File: config.mk
export PLATFORM = sky130hd
export DESIGN_NAME = fb_fill_ctrl
export DESIGN_NICKNAME = d
export VERILOG_FILES = /design/src/rtl/fb_pkg.sv /design/src/rtl/fb_rect_walker.sv /design/src/rtl/fb_fill_ctrl.sv
export SDC_FILE = /design/constraint.sdc
export NUM_CORES = 1
export LEC_CHECK = 0
export ABC_AREA = 1
export BUFFER_PORTS_ARGS = -buffer_cell sky130_fd_sc_hd__clkbuf_2
export CAP_MARGIN = 10
export CORE_UTILIZATION = 50
export CTS_CLUSTER_DIAMETER = 60
export DETAILED_ROUTE_END_ITERATION = 8
export GPL_TIMING_DRIVEN = 1
export PLACE_DENSITY = 0.78
export SYNTH_ARGS = -nofsm -noshare
export SYNTH_HDL_FRONTEND = slang
export SYNTH_SLANG_ARGS = --single-unit
export TNS_END_PERCENT = 100
File: constraint.sdc
create_clock -name clk_i -period 2.87 [get_ports clk_i]
set_input_delay 0.287 -clock clk_i [delete_from_list [all_inputs] [get_ports clk_i]]
set_output_delay 0.287 -clock clk_i [all_outputs]
set_load 0.02 [all_outputs]
File: src/rtl/fb_pkg.sv
// Shared definitions for the framebuffer fill engine.
//   AW/HW/WW     : word-address, row-count and width/stride widths
//   fill_state_e : fill sequencer states
//   fill_cmd_t   : latched fill command (mask field only with FB_FILL_MASK_EN)
//   FB_REGION_BIT: byte-address bit that selects the framebuffer region
package fb_pkg;
    localparam int AW            = 16;
    localparam int HW            = 11;
    localparam int WW            = 8;
    localparam int WORDS_W       = 19;
    localparam int FB_REGION_BIT = 19;

    typedef enum logic [1:0] {
        IDLE = 2'd0,
        RUN  = 2'd1,
        DONE = 2'd2
    } fill_state_e;

    typedef struct packed {
        logic [AW-1:0] base;
        logic [WW-1:0] width;
        logic [HW-1:0] height;
        logic [WW-1:0] stride;
        logic [63:0]   pattern;
`ifdef FB_FILL_MASK_EN
        logic [7:0]    mask;
`endif
    } fill_cmd_t;
endpackage

File: src/rtl/fb_rect_walker.sv
// Rectangle walker: produces the word offset (relative to the rectangle base)
// of the current fill beat and flags the last beat of the rectangle.
//   clk_i, rst_i : clock, synchronous active-high reset
//   start_i      : restart the walk at offset 0, column 0, row 0
//   advance_i    : current beat was written, step to the next word
//   width_i, height_i, stride_i : rectangle geometry (held stable while walking)
//   offset_o     : current word offset, wraps modulo 2^AW
//   last_o       : current beat is the final word of the rectangle
module fb_rect_walker
    import fb_pkg::*;
(
    input  logic          clk_i,
    input  logic          rst_i,
    input  logic          start_i,
    input  logic          advance_i,
    input  logic [WW-1:0] width_i,
    input  logic [HW-1:0] height_i,
    input  logic [WW-1:0] stride_i,
    output logic [AW-1:0] offset_o,
    output logic          last_o
);
    logic [AW-1:0] row_off_q;
    logic [AW-1:0] cur_off_q;
    logic [WW-1:0] col_q;
    logic [HW-1:0] row_q;
    logic          row_end;
    logic [AW-1:0] next_row;

    assign row_end  = (col_q == width_i - WW'(1));
    assign last_o   = row_end && (row_q == height_i - HW'(1));
    assign next_row = row_off_q + {{(AW-WW){1'b0}}, stride_i};
    assign offset_o = cur_off_q;

    always_ff @(posedge clk_i) begin
        if (rst_i || start_i) begin
            row_off_q <= '0;
            cur_off_q <= '0;
            col_q     <= '0;
            row_q     <= '0;
        end else if (advance_i) begin
            if (row_end) begin
                // Next row starts one stride past the previous row start,
                // independent of width, so overlapping rows are allowed.
                row_off_q <= next_row;
                cur_off_q <= next_row;
                col_q     <= '0;
                row_q     <= row_q + HW'(1);
            end else begin
                cur_off_q <= cur_off_q + AW'(1);
                col_q     <= col_q + WW'(1);
            end
        end
    end
endmodule

File: src/rtl/fb_fill_ctrl.sv
// Rectangle-fill engine and framebuffer write-port arbiter.
// The CPU host path has absolute priority and passes straight through to the
// framebuffer port; the fill sequencer only writes on host-free cycles.
//   clk_i, rst_i      : clock, synchronous active-high reset
//   cmd_*             : fill command (valid/ready handshake, accepted in IDLE)
//   abort_i           : cancel a running fill
//   host_*            : CPU framebuffer access, mirrored onto fb_* when host_en_i
//   fb_*              : framebuffer write port
//   busy_o, done_o    : fill running / one-cycle completion pulse
//   words_o           : words written by the last or current fill
// Optional: FB_FILL_MASK_EN adds cmd_mask_i, used as the fill byte enables.
module fb_fill_ctrl
    import fb_pkg::*;
(
    input  logic               clk_i,
    input  logic               rst_i,
    input  logic               cmd_valid_i,
    output logic               cmd_ready_o,
    input  logic [AW-1:0]      cmd_base_i,
    input  logic [WW-1:0]      cmd_width_i,
    input  logic [HW-1:0]      cmd_height_i,
    input  logic [WW-1:0]      cmd_stride_i,
    input  logic [63:0]        cmd_pattern_i,
`ifdef FB_FILL_MASK_EN
    input  logic [7:0]         cmd_mask_i,
`endif
    input  logic               abort_i,
    input  logic               host_en_i,
    input  logic [7:0]         host_we_i,
    input  logic [19:0]        host_addr_i,
    input  logic [63:0]        host_wrdata_i,
    output logic               fb_en_o,
    output logic [7:0]         fb_we_o,
    output logic [19:0]        fb_addr_o,
    output logic [63:0]        fb_wrdata_o,
    output logic               busy_o,
    output logic               done_o,
    output logic [WORDS_W-1:0] words_o
);
    fill_state_e         state_q, state_d;
    fill_cmd_t           cmd_q;
    logic [WORDS_W-1:0]  words_q;
    logic                accept;
    logic                beat;
    logic                empty_cmd;
    logic                last;
    logic [AW-1:0]       offset;
    logic [AW-1:0]       cur_addr;
    logic [7:0]          beat_we;

`ifdef FB_FILL_MASK_EN
    assign empty_cmd = (cmd_width_i == '0) || (cmd_height_i == '0) || (cmd_mask_i == '0);
    assign beat_we   = cmd_q.mask;
`else
    assign empty_cmd = (cmd_width_i == '0) || (cmd_height_i == '0);
    assign beat_we   = 8'hFF;
`endif

    // Offsets wrap modulo 2^AW, so the absolute address wraps too.
    assign cur_addr = cmd_q.base + offset;
    assign words_o  = words_q;

    fb_rect_walker u_walker (
        .clk_i     (clk_i),
        .rst_i     (rst_i),
        .start_i   (accept),
        .advance_i (beat),
        .width_i   (cmd_q.width),
        .height_i  (cmd_q.height),
        .stride_i  (cmd_q.stride),
        .offset_o  (offset),
        .last_o    (last)
    );

    always_ff @(posedge clk_i) begin
        if (rst_i) state_q <= IDLE;
        else       state_q <= state_d;
    end

    always_comb begin
        state_d     = state_q;
        cmd_ready_o = 1'b0;
        busy_o      = 1'b0;
        done_o      = 1'b0;
        accept      = 1'b0;
        beat        = 1'b0;
        case (state_q)
            IDLE: begin
                cmd_ready_o = 1'b1;
                if (cmd_valid_i) begin
                    accept  = 1'b1;
                    state_d = empty_cmd ? DONE : RUN;
                end
            end
            RUN: begin
                busy_o = 1'b1;
                if (abort_i) begin
                    state_d = DONE;
                end else if (!host_en_i) begin
                    // A host access steals the cycle; the last beat simply
                    // waits, so DONE follows the first host-free cycle.
                    beat = 1'b1;
                    if (last) state_d = DONE;
                end
            end
            DONE: begin
                done_o  = 1'b1;
                state_d = IDLE;
            end
            default: state_d = IDLE;
        endcase
    end

    always_ff @(posedge clk_i) begin
        if (rst_i) begin
            cmd_q   <= '0;
            words_q <= '0;
        end else if (accept) begin
            cmd_q.base    <= cmd_base_i;
            cmd_q.width   <= cmd_width_i;
            cmd_q.height  <= cmd_height_i;
            cmd_q.stride  <= cmd_stride_i;
            cmd_q.pattern <= cmd_pattern_i;
`ifdef FB_FILL_MASK_EN
            cmd_q.mask    <= cmd_mask_i;
`endif
            words_q       <= '0;
        end else if (beat) begin
            words_q <= words_q + WORDS_W'(1);
        end
    end

    // Write-port mux: host passes through combinationally, fill beats come
    // from registered state, otherwise the port is quiet.
    always_comb begin
        fb_en_o     = 1'b0;
        fb_we_o     = '0;
        fb_addr_o   = '0;
        fb_wrdata_o = '0;
        if (host_en_i) begin
            fb_en_o     = 1'b1;
            fb_we_o     = host_we_i;
            fb_addr_o   = host_addr_i;
            fb_wrdata_o = host_wrdata_i;
        end else if (beat) begin
            fb_en_o                  = 1'b1;
            fb_we_o                  = beat_we;
            fb_addr_o[FB_REGION_BIT] = 1'b1;
            fb_addr_o[AW+2:3]        = cur_addr;
            fb_wrdata_o              = cmd_q.pattern;
        end
    end
endmodule
==> out/metrics.yaml <==
placed_cell_area_um2: 12000
dr.pass1.iters: 5
tns_ns: 0
dieHeight_um: 145
min_period_over_period_pct: 92.9
synth_xor_xnor_area_share_pct: 4.62
holdPathEnd: "state_q[0]"
drtIter0Drc: 748
synth_seq_area_share_pct: 35.1
worstSetupEndpointType: "primary output"
hold_path_class: "in -> reg"
cp.arrival_ns: 2.38
synth-main-ff-cell: "dfxtp_1"
rows: 51
final_common_cell: "clkbuf_2"
coreArea_um2: 19700
ff_latch_area_um2: 3580
relSlewSlack_pct: 31.6
max_freq_mhz: 375
vias_per_cell: 5.26
cts_tree: "built"
fill_cells: 1850
wire_per_inst_um: 14.7
slew_violations: 0
ctsLongestPathBuffers: 2
min_delay_path_depth: 2
rsz0062_at_grt: "false"
grt_use_met3_pct: 6.58
status: "complete, no violations"
die_w_um: 145
clock_sinks: 179
worstSetupPathDepth: 11
gp_congestion: 0.980
grt_pass1_vias: 9625
num_vias: 10800
totalWireLength_um: 30300
hold_start: "rst_i"
p_leak_uw: 0.00606
numPortBuffers: 318
synth.ff_latch_count: 179
peakVddDrop_mv: 0.412
numCtsBuffers: 17
layout_common_cells: "clkbuf_2, nand2_1, nor2_1, dfxtp_1, o21ai_0"
synth.distinct_cells: 48
crit_required_ns: 2.58
post-cts-setup-buffer-count: 0
grt_start_max_net_pins: 95
grt.total_usage_pct: 28.7
hold_viol_final: 0
worstSetupStartpointType: "register"
yosys.area.top_type: "dfxtp_1"
slowest_stage: "dfxtp_1"
path_cells: "ha_1 -> a21oi_1 -> o21ai_0 -> inv_1 -> nand3_1 -> nand3_1 -> nand2_1 -> a21oi_1 -> o21ai_0 -> nand2_1 -> clkbuf_2"
overflow: 0
cap_violations: 0
clk-insertion-delay-late_ns: 0.44
reg2reg_to: "u_walker.row_off_q[2]"
postLayoutCellArea_um2: 12500
cpPeakStageDelay_ns: 0.44
r2r_start: "cmd_q[83]"
synthTopCellsByArea: "dfxtp_1, nand2_1, nor2_1, o21ai_0, a22o_1"
yosys.area.top_type_share_pct: 35.1
synthAdderAreaFrac_pct: 3.95
multi_input_area_um2: 5930
synth_area_um2: 10200
ioPinCount: 319
grt-busiest-layer: "met2"
drive_gt1_share_pct: 23.4
ant_nets: 0
synth-compound-area-share_pct: 18.6
yosysWarnings: 0
synthMuxAreaShare_pct: 0
grt_pass1_wl_um: 46900
synth_edf_count: 0
worstSetupPathType: "reg -> out"
root_buffer: "clkbuf_16"
reg2reg_slack_ns: 0.51
syn2layout_area_growth_pct: 22.9
use_met1_pct: 34.7
dp_hpwl_um: 22700
period_needed_ns: 2.67
crit_buf_inv: 2
final_nets: 2014
cp_top_family: "compound AO/OA/AOI/OAI gates"
die_area_um2: 21000
antenna_found_initial: 1
hold_buffers: 0
asyncSetResetFlopFracSynth_pct: 0
ctsHtreeMaxLevel: 4
syn-num-nets: 1735
syn_inst: 1500
initial_core_util_pct: 51.8
avgSynthCellArea_um2: 6.80
ctsResizeCount: 0
clkTransAtPathRegs_ns: 0.07
setup_violations: 0
reg2reg_depth: 13
clock_skew_ns: 0.0126
use_met2_pct: 49.8
drc: 0
yosys.area_share.simple_pct: 30.9
synth_top_family_by_area: "simple AND/OR/NAND/NOR gates"
tightest_slew_ns: 1.03
p_per_area_nw_per_um2: 497
critPathMaxFanout: 6
cells by family (layout without fill, tap and decap cells):
family | count (synthesis) | after routing
simple gates | 747 | 747
buf+inv | 178 | 470
fa+ha+maj | 31 | 31
other cells | 0 | 1
xor+xnor | 53 | 53
flops | 179 | 179
compound gates | 312 | 312
metrics by stage:
step	util [%]	std cells	power (uW)	worst slack (ns)	hold WS (ns)
finish	63.6	2058	6230	0.204	0.0865
global route	63.6	2058	6540	0.00538	0.0795
CTS	63.6	2057	6270	0.0788	0.0761
detailed placement	60.7	2025	3960	0.546	0.438
global placement	60.7	2025	3940	0.572	0.433
floorplan	-	1500	3560	0.606	0.356
registers in the layout, indices dropped and copies added (netlist names):
name and flops:
state_q 2, u_walker.offset_o 16, u_walker.col_q 8, u_walker.row_q 11
words_o 19, u_walker.row_off_q 16, cmd_q 107
cell type report:
class                           instances  area share [%]
Tap cell                              265            2.64
Clock inverter                         14            1.07
Timing Repair Buffer                  332            13.7
Sequential cell                       179            28.6
Antenna cell                            1          0.0199
Multi-Input combinational cell       1143            47.3
Inverter                              106            3.17
Clock buffer                           18            3.50
worst max path at each step:
| stage | start | endpoint | slack, ns |
|---|---|---|---|
| final | u_walker.offset_o[7] | fb_addr_o[15] | 0.20 |
| after global routing | u_walker.offset_o[2] | fb_addr_o[16] | 0.005 |
| after CTS | u_walker.offset_o[2] | fb_addr_o[18] | 0.08 |
| after detailed placement | cmd_q[83] | u_walker.row_off_q[1] | 0.55 |
| after global placement | u_walker.offset_o[2] | fb_addr_o[18] | 0.57 |
| after floorplan | u_walker.offset_o[2] | fb_addr_o[18] | 0.61 |
worst reg2reg max path, stage by stage (launching register included):
cell and delay (ns):
dfxtp_1 0.34, inv_2 0.10, ha_1 0.23, nand2_2 0.08
nor2_1 0.16, nand2_1 0.08, nand2_1 0.09, nand2_1 0.09
nor2_4 0.26, nand2_4 0.16, nor2_8 0.30, inv_2 0.18
nand2_1 0.11, a21oi_2 0.05
synth_stat cells (all sizes together), types with 3 or more instances:
library cell,number
a21oi,89
a22o,66
a32o,3
buf,14
clkbuf,58
dfxtp,179
ha,29
inv,106
nand2,331
nand3,74
nand3b,3
nand4,15
nor2,291
nor3,13
nor3b,4
nor4,4
o21ai,140
o21bai,3
o31ai,4
or2,10
xnor2,15
xor2,38
routing by layer:
metal / vias up / wire length, um
li1: 5499 / -
met1: 4945 / 12600
met2: 340 / 15200
met3: 44 / 1850
met4: 0 / 641
met5: - / 0
power breakdown:
part / switching, uW / internal [uW] / total, uW / leakage, uW
Sequential: 102 / 2630 / 2730 / 0.00147
Clock: 1140 / 1180 / 2320 / 0.000282
Combinational: 737 / 443 / 1180 / 0.00431
Power figures use the tool's default switching activity.
